## src/rtl/credit_link_sender.sv

```systemverilog
// Credit-based link sender: a 2-entry holding FIFO feeds a registered TX stage.
// A flit is sent only while downstream credits remain.
module credit_link_sender #(
  parameter int unsigned DATA_WIDTH  = 32,
  parameter int unsigned CREDIT_INIT = 4
) (
  input  logic                  clk,
  input  logic                  reset,
  input  logic [DATA_WIDTH-1:0] data_in,
  input  logic                  valid_in,
  output logic                  ready_out,
  output logic [DATA_WIDTH-1:0] TX,
  output logic                  valid_out,
  input  logic                  credit_in,
  output logic [2:0]            credit_count,
  output logic                  credit_error
);

  localparam logic [2:0] CINIT = 3'(CREDIT_INIT);

  logic [DATA_WIDTH-1:0] fifo [2];
  logic                  wr_ptr;
  logic                  rd_ptr;
  logic [1:0]            occ;
  logic                  push;
  logic                  send;

  assign ready_out = reset && (occ < 2'd2);
  assign push      = valid_in && ready_out;
  assign send      = (occ != 2'd0) && (credit_count != 3'd0);

  always_ff @(posedge clk) begin
    if (!reset) begin
      wr_ptr       <= 1'b0;
      rd_ptr       <= 1'b0;
      occ          <= '0;
      TX           <= '0;
      valid_out    <= 1'b0;
      credit_count <= CINIT;
      credit_error <= 1'b0;
    end else begin
      if (push) begin
        fifo[wr_ptr] <= data_in;
        wr_ptr       <= ~wr_ptr;
      end

      if (send) begin
        TX        <= fifo[rd_ptr];
        rd_ptr    <= ~rd_ptr;
        valid_out <= 1'b1;
      end else begin
        valid_out <= 1'b0;
      end

      case ({push, send})
        2'b10:   occ <= occ + 2'd1;
        2'b01:   occ <= occ - 2'd1;
        default: occ <= occ;
      endcase

      // A credit returned while already full signals a downstream protocol
      // fault: saturate the count and latch the error.
      if (send && !credit_in) begin
        credit_count <= credit_count - 3'd1;
      end else if (credit_in && !send) begin
        if (credit_count == CINIT) begin
          credit_error <= 1'b1;
        end else begin
          credit_count <= credit_count + 3'd1;
        end
      end
    end
  end

endmodule

```

## config.mk

```make
export PLATFORM = sky130hd
export DESIGN_NAME = credit_link_sender
export DESIGN_NICKNAME = d
export VERILOG_FILES = /design/src/rtl/credit_link_sender.sv
export SDC_FILE = /design/constraint.sdc
export NUM_CORES = 1
export LEC_CHECK = 0
export ABC_AREA = 1
export BUFFER_PORTS_ARGS = -buffer_cell sky130_fd_sc_hd__buf_2
export CORE_MARGIN = 5
export CORE_UTILIZATION = 49
export DETAILED_ROUTE_END_ITERATION = 16
export PLACE_DENSITY = 0.71
export SYNTH_ARGS = -nofsm -noshare
export SYNTH_HDL_FRONTEND = slang
export SYNTH_SLANG_ARGS = --single-unit
```

## constraint.sdc

```tcl
create_clock -name clk -period 2.1 [get_ports clk]
set_input_delay 0.105 -clock clk [delete_from_list [all_inputs] [get_ports clk]]
set_output_delay 0.105 -clock clk [all_outputs]
set_load 0.005 [all_outputs]
```

==> metrics.csv <==
stage,metric,value,unit
logic_synthesis,synth_cells,376,
clocking,post_cts_buffers,0,
drt,wl_per_cell,12.75,um
timing,slew_headroom,60.67,%
setup_path,path_buf_inv,3,
clocking,cts_htree_levels,3,
floorplanning,num_rows,33,
logic_synthesis,syn-mean-instance-area,10.69,um2
cells_and_area,num_antenna_cells,0,
power_and_ir_drop,netSwitchingPower,2078,uW
power_and_ir_drop,vdd_drop_max,0.7542,mV
placed_design,pre_cts_slack,0.06592,ns
setup_path,cpPeakStageDelay,0.41,ns
logic_synthesis,synth_fp_nets,416,
cells_and_area,nNetsFinal,522,
setup_path,critPathMaxFanout,35,
timing,finalSetupViolCount,0,
timing,hold_violations,0,
power_and_ir_drop,p_clk_share,19.3,%
power_and_ir_drop,powerDensity,1177,nW/um2
logic_synthesis,async_flop_share,0,%
clocking,cts_root_buffer,clkbuf_8,
power_and_ir_drop,p_leak,0.002130,uW
logic_synthesis,synth.most_common_cell,nand2_1,
clocking,cts_buffers,9,
logic_synthesis,ys_ff_latch,105,
run_status,outcome,completed,
setup_path,worst_setup_path_end_kind,register,
job,max_cap_viol_count,0,
setup_path,crit_type,reg -> reg,
grt,grt_pass1_vias,2726,
timing,tightest_slew,0.5891,ns
floorplanning,core_area,8093,um2
cells_and_area,fillers,692,
timing,rsz0062_at_grt,true,
logic_synthesis,yosys.area.top_type,edfxtp_1,
timing,fin_crit,1.983,ns
min_path,hold_class,in -> reg,
clocking,clkLatencyLatePin,0.36,ns
setup_path,critPathLaunchType,register,
cells_and_area,area_delta_synth_final,22.81,%
timing,timing.fmax,504.4,MHz
clocking,clock-sinks,105,
logic_synthesis,yosysWarnings,0,
logic_synthesis,yosys_most_used_dff,edfxtp_1,
cells_and_area,seq_area,2744,um2
grt,antenna_found_initial,0,
timing,fin_crit_sh,94.41,%
drt,viasPerCell,4.644,
grt,track_usage,16.00,%
cells_and_area,final_cells,592,
drt,drtAntennaViolNets,0,
cells_and_area,multiInputGateArea,1091,um2
logic_synthesis,netlist_area,4020,um2
timing,hold_ws,0.06570,ns
logic_synthesis,synth.top_cell.area_share,47.81,%
drt,drt_iter0_drc,88,
grt,grt_pass1_wl,12610,um
placed_design,dp_cells,544,
cells_and_area,drive_above_1_share,24.44,%
power_and_ir_drop,intPower,3731,uW
logic_synthesis,seq_area_frac_synth,68.22,%
logic_synthesis,netlist_top_cells_area,"edfxtp_1 48%, dfxtp_1 20%, nand2_1 10%",
drt,vias,2749,
setup_path,cp_top_family,adder cells,
timing,drv_slew,0,
power_and_ir_drop,seq_power_share,47.0,%
floorplanning,die_w,100.6,um
power_and_ir_drop,power.total,5810,uW
drt,drc,0,
placed_design,dp_hpwl,4613,um
logic_synthesis,synth-edff-count,64,
clocking,clkTransAtPathRegs,0.10,ns
setup_path,path_cells,"inv_2, nand2_4, nand2_8, inv_8, ha_1, inv_1, fa_1, nand3_1, nand2_1, nand2_1, nand3_1",
clocking,cts_tree,yes,
power_and_ir_drop,combPwrFrac,33.7,%
clocking,clockBufferDepth,2,
timing,fin_ws,0.1174,ns
floorplanning,dieArea,10120,um2
floorplanning,start_util,49.68,%
logic_synthesis,synth_commonest_cells,"110 x nand2_1, 64 x edfxtp_1, 63 x nor2_1",
logic_synthesis,yosysUniqueCellTypes,27,
placed_design,gp_congestion,0.7002,
floorplanning,die_y,100.6,um
drt,routed_wl,7548,um
grt,grt_max_degree,39,
timing,skew,0.009467,ns
grt,grt-ovfl-total,0,
setup_path,arrival,2.22,ns
floorplanning,ios,74,
power_and_ir_drop,p_sw_share,35.77,%
setup_path,critPathSlowestCell,dfxtp_2,
drt,firstDrtPassIters,4,
setup_path,cp.required,2.34,ns
placed_design,portBuffers,73,
## per-stage QoR
stage               utilization, %  area, um2  TNS [ns]
CTS                          60.99       4936         0
finish                       61.01       4937         0
floorplan                        -       4020    -17.95
detailed placement           54.85       4439         0
global placement             54.85       4439         0
global route                 61.01       4937  -0.03099
## sequential cells by signal (all words and copies together) (netlist names)
signal / flops
fifo: 64
TX: 32
credit_count: 3
occ: 2
credit_error: 1
rd_ptr: 1
valid_out: 1
wr_ptr: 1
## worst paths after layout
kind,from,endpoint,slack (ns),cells past startpoint
worst max-delay path,credit_count[2],credit_count[2],0.12,11
worst min-delay path,reset,occ[0],0.07,3
worst max register to register,credit_count[2],credit_count[2],0.12,11
worst min register to register,credit_error,credit_error,0.46,2
## metal layers
metal,global-route usage [%],part of all wire [%],vias to the layer above
li1,-,-,1436
met2,28.08,51,57
met5,0,0,-
met4,5.803,2.0,0
met1,19.31,42,1242
met3,3.529,5.2,14
## final cells by class
class | count | area share, %
Clock buffer | 9 | 2.509
Clock inverter | 7 | 1.064
Inverter | 13 | 1.140
Multi-Input combinational cell | 241 | 22.10
Sequential cell | 105 | 55.58
Tap cell | 105 | 2.661
Timing Repair Buffer | 112 | 14.95
## cells in the final DEF, fill, tap and decap left out
cell and count:
a21oi_1 5, o21ai_0 28, nand2_4 1, inv_1 10
or2_4 1, nand3b_1 1, dlygate4sd3_1 32, nand3_1 6
edfxtp_1 64, o21ai_1 6, or2_2 1, nor2_1 61
nand2_1 110, clkbuf_8 9, xor2_1 1, inv_8 1
nor2_4 2, buf_2 73, clkinv_2 2, inv_6 3
fa_1 1, nor2_2 13, dfxtp_2 1, clkinvlp_4 1
buf_4 7, dfxtp_1 40, ha_1 3, nand2_8 1
inv_2 2, clkinv_4 1
## cell families (layout without fill, tap and decap cells)
family | count (synthesis) | count (layout) | synth area share [%]
DFF | 105 | 105 | 68.22
AOI/OAI and AO/OA | 39 | 39 | 4.855
adders and majority gates | 4 | 4 | 1.432
buffers and inverters | 30 | 141 | 5.011
xor gates and xnor gates | 1 | 1 | 0.2179
and+or+nand+nor | 197 | 197 | 20.26
## what timing repair did
action,4_1_cts,5_1_grt
gates resized for setup,0,1
endpoints found under the setup margin,0,2
endpoints found under the hold margin,64,0
hold buffers,32,0
## power groups by stage
stage               Combinational, uW  Clock (uW)  Sequential, uW
global route                     2260        1250            2770
detailed placement               1940           0            2780
finish                           1960        1120            2730
CTS                              1990        1160            2730
floorplan                        1530           0            2780
global placement                 1890           0            2770
## worst min-delay path, stage by stage
cell,delay (ns)
buf_2,0.09
inv_1,0.09
nor2_1,0.10
No activity file was read; power rests on OpenSTA's default activity.
